### src/rtl/crono_pkg.sv
// Shared definitions for the chronometer start/stop controller:
// FSM state encoding and the default RTC command codes.
package crono_pkg;

  typedef enum logic [2:0] {
    IDLE     = 3'd0,
    WR_START = 3'd1,
    RUN      = 3'd2,
    WR_STOP  = 3'd3,
    RING     = 3'd4
  } crono_state_e;

  localparam logic [2:0] DEF_CMD_START = 3'b101;
  localparam logic [2:0] DEF_CMD_STOP  = 3'b110;

endpackage

### src/rtl/crono_push_sync.sv
// Two-flop synchroniser for the push button followed by a rising-edge detector
// that only fires once a genuine low level has been observed after reset.
module crono_push_sync (
  input  logic clk,
  input  logic reset,
  input  logic push,
  output logic push_rise
);

  logic       sync1_r;
  logic       sync2_r;
  logic       prev_r;
  logic [1:0] seen_r;
  logic       armed_r;

  // Synchroniser, previous-sample flop and re-arm tracking.
  // seen_r marks when sync2_r carries a real sample instead of its reset value,
  // so a button held through reset release cannot look like a fresh press.
  always_ff @(posedge clk or negedge reset) begin
    if (!reset) begin
      sync1_r <= 1'b0;
      sync2_r <= 1'b0;
      prev_r  <= 1'b0;
      seen_r  <= 2'b00;
      armed_r <= 1'b0;
    end else begin
      sync1_r <= push;
      sync2_r <= sync1_r;
      prev_r  <= sync2_r;
      seen_r  <= {seen_r[0], 1'b1};
      if (seen_r[1] && !sync2_r) begin
        armed_r <= 1'b1;
      end else begin
        armed_r <= armed_r;
      end
    end
  end

  assign push_rise = sync2_r & ~prev_r & armed_r;

endmodule

### src/rtl/crono_ctrl.sv
// Chronometer controller: issues start/stop write strobes to the RTC,
// raises the alarm when the countdown expires and optionally restarts it.
module crono_ctrl
  import crono_pkg::*;
#(
  parameter int unsigned      WR_CYCLES   = 257,
  parameter int unsigned      CMD_W       = 3,
  parameter int unsigned      DIR_W       = 8,
  parameter logic [CMD_W-1:0] CMD_START   = CMD_W'(DEF_CMD_START),
  parameter logic [CMD_W-1:0] CMD_STOP    = CMD_W'(DEF_CMD_STOP),
  parameter logic [DIR_W-1:0] CMD_ADDR    = {DIR_W{1'b0}},
  parameter int unsigned      RING_CYCLES = 0
) (
  input  logic             clk,
  input  logic             reset,
  input  logic             push,
  input  logic             crono_end,
  input  logic             repeat_mode,
  output logic             WR_inistop,
  output logic [CMD_W-1:0] inistop,
  output logic [DIR_W-1:0] dir,
  output logic             ring,
  output logic             busy
);

  localparam int STR_W  = $clog2(WR_CYCLES + 1);
  localparam int RING_W = (RING_CYCLES > 0) ? $clog2(RING_CYCLES + 1) : 1;
  localparam logic [STR_W-1:0]  STR_LAST  = STR_W'(WR_CYCLES - 32'd1);
  localparam logic [RING_W-1:0] RING_LAST =
    (RING_CYCLES > 0) ? RING_W'(RING_CYCLES - 32'd1) : {RING_W{1'b0}};

  crono_state_e      state_r;
  crono_state_e      state_nxt_s;
  logic              cancel_r;
  logic              cancel_nxt_s;
  logic [STR_W-1:0]  str_cnt_r;
  logic [RING_W-1:0] ring_cnt_r;
  logic              str_done_s;
  logic              ring_timeout_s;
  logic              push_rise_s;
  logic              wr_nxt_s;
  logic [CMD_W-1:0]  cmd_nxt_s;

  crono_push_sync u_push_sync (
    .clk       (clk),
    .reset     (reset),
    .push      (push),
    .push_rise (push_rise_s)
  );

  assign str_done_s     = (str_cnt_r == STR_LAST);
  assign ring_timeout_s = (RING_CYCLES != 32'd0) && (ring_cnt_r == RING_LAST);

  // Next-state and cancel-flag decision; presses during strobes fall through unused.
  always_comb begin
    state_nxt_s  = state_r;
    cancel_nxt_s = cancel_r;
    case (state_r)
      IDLE: begin
        if (push_rise_s) state_nxt_s = WR_START;
        else             state_nxt_s = IDLE;
      end
      WR_START: begin
        if (str_done_s) state_nxt_s = RUN;
        else            state_nxt_s = WR_START;
      end
      RUN: begin
        // Countdown expiry takes priority over a simultaneous cancel press.
        if (crono_end) begin
          state_nxt_s  = WR_STOP;
          cancel_nxt_s = 1'b0;
        end else if (push_rise_s) begin
          state_nxt_s  = WR_STOP;
          cancel_nxt_s = 1'b1;
        end else begin
          state_nxt_s  = RUN;
        end
      end
      WR_STOP: begin
        if (!str_done_s)   state_nxt_s = WR_STOP;
        else if (cancel_r) state_nxt_s = IDLE;
        else               state_nxt_s = RING;
      end
      RING: begin
        if (push_rise_s || ring_timeout_s) begin
          if (repeat_mode) state_nxt_s = WR_START;
          else             state_nxt_s = IDLE;
        end else begin
          state_nxt_s = RING;
        end
      end
      default: begin
        state_nxt_s  = IDLE;
        cancel_nxt_s = 1'b0;
      end
    endcase
  end

  // Command code presented with the strobe of the state being entered.
  always_comb begin
    case (state_nxt_s)
      WR_START: cmd_nxt_s = CMD_START;
      WR_STOP:  cmd_nxt_s = CMD_STOP;
      default:  cmd_nxt_s = {CMD_W{1'b0}};
    endcase
  end

  assign wr_nxt_s = (state_nxt_s == WR_START) || (state_nxt_s == WR_STOP);

  // State, counters and registered outputs; counters restart on every state change.
  always_ff @(posedge clk or negedge reset) begin
    if (!reset) begin
      state_r    <= IDLE;
      cancel_r   <= 1'b0;
      str_cnt_r  <= {STR_W{1'b0}};
      ring_cnt_r <= {RING_W{1'b0}};
      WR_inistop <= 1'b0;
      inistop    <= {CMD_W{1'b0}};
      dir        <= {DIR_W{1'b0}};
      ring       <= 1'b0;
      busy       <= 1'b0;
    end else begin
      state_r  <= state_nxt_s;
      cancel_r <= cancel_nxt_s;
      if (state_nxt_s != state_r) begin
        str_cnt_r  <= {STR_W{1'b0}};
        ring_cnt_r <= {RING_W{1'b0}};
      end else begin
        if ((state_r == WR_START) || (state_r == WR_STOP)) str_cnt_r <= str_cnt_r + STR_W'(1'b1);
        else                                               str_cnt_r <= str_cnt_r;
        if ((state_r == RING) && (RING_CYCLES != 32'd0))   ring_cnt_r <= ring_cnt_r + RING_W'(1'b1);
        else                                               ring_cnt_r <= ring_cnt_r;
      end
      WR_inistop <= wr_nxt_s;
      inistop    <= cmd_nxt_s;
      dir        <= wr_nxt_s ? CMD_ADDR : {DIR_W{1'b0}};
      ring       <= (state_nxt_s == RING);
      busy       <= (state_nxt_s != IDLE);
    end
  end

endmodule

### config.mk
export PLATFORM = sky130hd
export DESIGN_NAME = crono_ctrl
export DESIGN_NICKNAME = d
export VERILOG_FILES = /design/src/rtl/crono_pkg.sv /design/src/rtl/crono_push_sync.sv /design/src/rtl/crono_ctrl.sv
export SDC_FILE = /design/constraint.sdc
export NUM_CORES = 1
export LEC_CHECK = 0
export BUFFER_PORTS_ARGS = -buffer_cell sky130_fd_sc_hd__clkbuf_2
export CORE_MARGIN = 1.5
export CORE_UTILIZATION = 43
export CTS_BUF_LIST = sky130_fd_sc_hd__clkbuf_16
export CTS_CLUSTER_DIAMETER = 150
export DETAILED_ROUTE_END_ITERATION = 8
export PLACE_DENSITY = 0.66
export RECOVER_POWER = 100
export SYNTH_ARGS = -nofsm -noshare
export SYNTH_HDL_FRONTEND = slang
export SYNTH_SLANG_ARGS = --single-unit
### constraint.sdc
create_clock -name clk -period 1.95 [get_ports clk]
set_clock_uncertainty 0.1 [all_clocks]
set_input_delay 0.195 -clock clk [delete_from_list [all_inputs] [get_ports clk]]
set_output_delay 0.195 -clock clk [all_outputs]
set_load 0.05 [all_outputs]
After elaboration in Yosys (flattened, before gate mapping) --
Index checks and enable logic that the tools add are counted.
Word-level totals: output and inout bits 14, bits in registers 25, word-level logic and storage cells 51
Cells by class: $add $sub $neg 1, bitwise gates (word level) 4, reductions and logical operators 9, mux-type cells 15, equal/unequal tests 10
Operators with widths (count):
- 2-to-1 mux 9 bit | 2
- case mux 3 bit (5 select lines) | 1
- adder 9 x 1 -> 9 bit (second input constant) | 1
- equality test 3 x 2 -> 1 bit (second input constant) | 3
- equality test 9 bit (second input constant) | 1
- 2-to-1 mux 3 bit | 3
- equality test 3 x 1 -> 1 bit (second input constant) | 2
- equality test 3 bit (second input constant) | 2
- 2-to-1 mux 1 bit | 6
- case mux 3 bit (2 select lines) | 1
- OR reduction 4 bit | 1
- logical NOT 3 bit | 1
- != test 3 bit | 1
- != test 3 bit (second input constant) | 1
- nonzero test 3 bit | 1
- AND 1 bit | 2
- logical OR 1 bit | 2
- 2-to-1 mux 2 bit | 1
- NOT 1 bit | 2
- case mux 1 bit (2 select lines) | 1
- AND reduction 2 bit | 1
- nonzero test 2 bit | 1
- logical AND 1 bit | 1
- logical NOT 1 bit | 1

Depth between registers and ports, before layout --
word-level depth 8, depth in mapped cells 6, gate-level depth less buffers 6

Hierarchy --
From an unflattened synthesis, not the netlist that was laid out.
Second synthesis, totals: cells, all modules 109, area total of the unflattened synthesis 1191.1 sq um
By module, submodules not included:
- crono_ctrl | area an instance 1018.5 sq um, cells an instance 98, instances 1
- crono_push_sync | area an instance 172.7 sq um, cells an instance 11, instances 1

Worst setup path after synthesis --
Ideal clock, no wire load.
path type reg2reg, start register str_cnt_r[0], end register busy, setup time 131 ps, cell stages (with the launch flop) 7, clock period less this slack 1657 ps, data arrival time 1426 ps, path buffers 0, path slack 293 ps, data required time 1719 ps, cell sequence dfrtp_1 inv_1 ha_1 and4bb_2 a21oi_2 a2bb2oi_2 or3_1
On the way: word-level cells in the longest chain between the ends 4, elaborated cells on any way between the ends 5, classes of those cells eq/ne: 1; mux: 3; reduce/logical: 1
Ends and longest elaborated chain:
- start, declared | RTL line crono_ctrl.sv:36 | logic [STR_W-1:0] str_cnt_r;
- start signal, assigned | RTL line crono_ctrl.sv:115 | str_cnt_r <= {STR_W{1'b0}};
- start signal, assigned | RTL line crono_ctrl.sv:126 | str_cnt_r <= {STR_W{1'b0}};
- start signal, assigned | RTL line crono_ctrl.sv:129 | if ((state_r == WR_START) || (state_r == WR_STOP)) str_cnt_r <= str_cnt_r + STR_W'(1'b1);
- equality test 9 bit (*) | RTL line crono_ctrl.sv:51 | assign str_done_s = (str_cnt_r == STR_LAST);
- 2-to-1 mux 3 bit or 2-to-1 mux 2 bit (tied branches) | RTL line crono_ctrl.sv:80, crono_ctrl.sv:64
- case mux 3 bit (5 select lines) (*) | RTL line crono_ctrl.sv:58 | case (state_r)
- net state_nxt_s[0] | RTL line crono_ctrl.sv:33 | crono_state_e state_nxt_s;
- nonzero test 3 bit (*) | RTL line crono_ctrl.sv:138 | busy <= (state_nxt_s != IDLE);
- end signal, assigned | RTL line crono_ctrl.sv:138
- end, declared | RTL line crono_ctrl.sv:23 | output logic busy
Mark *: on every way through the listed nets, which the timed path passes. The rest lies on a longest branch. A chain may end at the register's enable or synchronous reset.

Worst setup path after layout --
Same ends and word-level chain as after synthesis.

==> qor.csv <==
stage;metric;value;unit
setup_path;worstPathMaxFanout;5;
synth;synth_ff_type;dfrtp_1;
sta;timing_max_transition_violations_final;0;
sta;tightest_slew;0.592;ns
global_route;grt_max_degree;25;
detailed_routing;firstDrtPassIters;2;
detailed_routing;antenna_left;0;
finish;syn_to_final_growth;12.4;%
finish;final_cells;150;
floorplan;rows;18;
floorplan;die_h;55.0;um
synth;synth_edf_count;0;
setup_path;crit_path_end_kind;register;
finish;fin_nets;128;
finish;drive_gt1_frac;0.0917;
global_route;grt_pass1_wl;3110;um
sta;clock.fmax;561;MHz
setup_path;worstPathArrival;1.81;ns
pwr;ir_drop;651;uV
setup_path;worstSetupPathType;reg -> reg;
synth;ys_seq_area_frac;0.516;
pwr;power_density;1210;nW/um2
detailed_routing;drc;0;
sta;rsz0062_at_grt;no;
sta;period_needed;1.78;ns
floorplan;io_pins;19;
sta;fin_crit_sh;0.914;
pwr;totalPowerFinal;1.59;mW
placement;portBuffers;10;
synth;ys_types;37;
synth;ys_ff_latch;24;
synth;syn_avg_cell_area;10.7;um2
synth;ys_async_sr_fraction;1.00;
sta;finalHoldViolations;0;
placement;place.gp.congestion;0.733;
global_route;antenna_found_initial;0;
detailed_routing;num_vias;738;
detailed_routing;drt_iter0_markers;2;
cts;cts_max_path_buffers;2;
cts;cts_num_sinks;24;
synth;syn_area;1160;um2
floorplan;dieArea;3030;um2
cts;cts_buffers;3;
setup_path;required;1.98;ns
detailed_routing;totalWireLength;1780;um
cts;clock_latency;0.25;ns
cts;cts_tree;done;
floorplan;initial_utilization;0.462;
cts;cts_hold_buffers;2;
placement;place_inst;144;
job;drv_cap;0;
floorplan;coreArea;2520;um2
global_route;grt_util_all_layers;0.148;
finish;num_antenna_cells;0;
cts;cts_resized;0;
setup_path;path_cells;inv_1, ha_1, and4bb_1, a21oi_2, a2bb2oi_1, or3_1;
status;run_status;finished clean;
cts;root_buffer;clkbuf_16;
setup_path;critPathSlowestCell;dfrtp_1;
placement;hpwl;1290;um
cts;postCtsSetupRepairBufs;0;
sta;finalSetupTns;0;ns
sta;setup_viol;0;
detailed_routing;routedWlPerCell;11.8;um
sta;slew_headroom;0.607;
global_route;globalRouteOverflowTotal;0;
min_path;hp-class;in -> reg;
setup_path;crit_path_start_kind;register;
synth;syn_inst;109;
global_route;grt_pass1_vias;720;
synth;yosys_warnings;0;
detailed_routing;via_per_inst;4.92;
pwr;p_leak;0.593;nW
floorplan;die_width;55.0;um
cts;worst_setup_hold_path_clk_slew;0.06;ns
cts;cts_htree_levels;1;
setup_path;slowest_delay;0.43;ns
[sequential cells by signal (all words and copies together), names as in the netlist]
register             count
str_cnt_r                9
state_r                  3
inistop                  2
u_push_sync.seen_r       2
WR_inistop               1
busy                     1
cancel_r                 1
ring                     1
u_push_sync.armed_r      1
u_push_sync.prev_r       1
u_push_sync.sync1_r      1
u_push_sync.sync2_r      1
[layout by cell type (no fill, tap or decap), types with 2 or more instances in the layout]
master	instances
xnor2_1	5
a2bb2oi_1	2
nand2b_1	2
nand3_1	4
xor2_1	4
clkbuf_16	3
conb_1	9
clkbuf_2	4
a21o_1	2
o31ai_1	2
nor2_1	14
inv_1	5
a21oi_1	2
ha_1	2
clkbuf_1	6
nor3_1	2
nor2b_1	2
dfrtp_1	24
nand2_1	4
o21ai_0	2
nand4_1	2
dlygate4sd3_1	2
[cell usage after synthesis (all sizes together), types with 2 or more instances]
master	count	area (um2)
nand2b	2	12.5
conb	2	7.51
a21oi	3	18.8
nor2b	2	12.5
nor3	2	10.0
inv	5	18.8
xor2	4	35.0
dfrtp	24	601
a2bb2oi	2	23.8
nand4	2	12.5
a21o	2	15.0
o31ai	2	15.0
ha	2	25.0
buf	11	77.6
nand2	4	15.0
o21ai	3	18.8
xnor2	5	43.8
nor2	14	52.6
nand3	4	20.0
[report_power, final]
part           leakage (nW)  switching, mW  internal, mW  total (mW)
registers             0.282          0.126         0.590       0.715
logic                 0.261          0.168         0.133       0.302
clock network        0.0511          0.162         0.407       0.569
[routing by layer]
metal / share of wire / global-route usage / vias to the layer above / routed length [um]
li1: - / - / 378 / -
met3: 0.029 / 0.0323 / 2 / 51
met2: 0.52 / 0.248 / 9 / 919
met4: 0.0079 / 0.0732 / 0 / 14
met1: 0.44 / 0.179 / 349 / 790
met5: 0 / 0 / - / 0
[critical path: cells and delay by family (launching register included)]
family | cells | cell delay (ns)
AO/OA/AOI/OAI | 2 | 0.26
adder cells (fa/ha/maj) | 1 | 0.13
buffers and inverters | 1 | 0.08
flip-flops | 1 | 0.43
AND/OR/NAND/NOR | 2 | 0.66
[per-stage QoR]
stage,utilization,hold slack (ns),area (um2),worst slack [ns]
2_1_floorplan,-,-0.201,1190,0.293
3_3_place_gp,0.475,0.114,1200,0.243
3_5_place_dp,0.475,0.121,1200,0.187
4_1_cts,0.524,0.159,1320,0.167
5_1_grt,0.519,0.168,1310,0.0532
6_report,0.519,0.164,1310,0.168
[path summary, 6_finish.rpt]
kind | start | to | slack (ns) | cells past startpoint
max in group asynchronous | reset | str_cnt_r[0] | 1.00 | 2
min in group asynchronous | reset | u_push_sync.armed_r | 0.37 | 2
hold reg to reg | u_push_sync.seen_r[0] | u_push_sync.seen_r[1] | 0.25 | 0
hold / removal | crono_end | inistop[1] | 0.16 | 2
setup / recovery | str_cnt_r[0] | busy | 0.17 | 6
setup reg to reg | str_cnt_r[0] | busy | 0.17 | 6
[layout make-up]
class                           count  area, um2
Fill cell                         239       1210
Sequential cell                    24        601
Multi-Input combinational cell     75        484
Clock buffer                        3       75.1
Timing Repair Buffer               12       62.6
Tap cell                           30       37.5
Clock inverter                      1       30.0
Inverter                            5       18.8
[cell families after synthesis]
family,share of synthesized area
buffers and inverters,0.0859
xor gates and xnor gates,0.0677
other,0.00645
AOI/OAI and AO/OA,0.125
adders and majority gates,0.0215
DFF,0.516
and+or+nand+nor,0.178
Note: power is estimated with default switching activity, not from simulation.
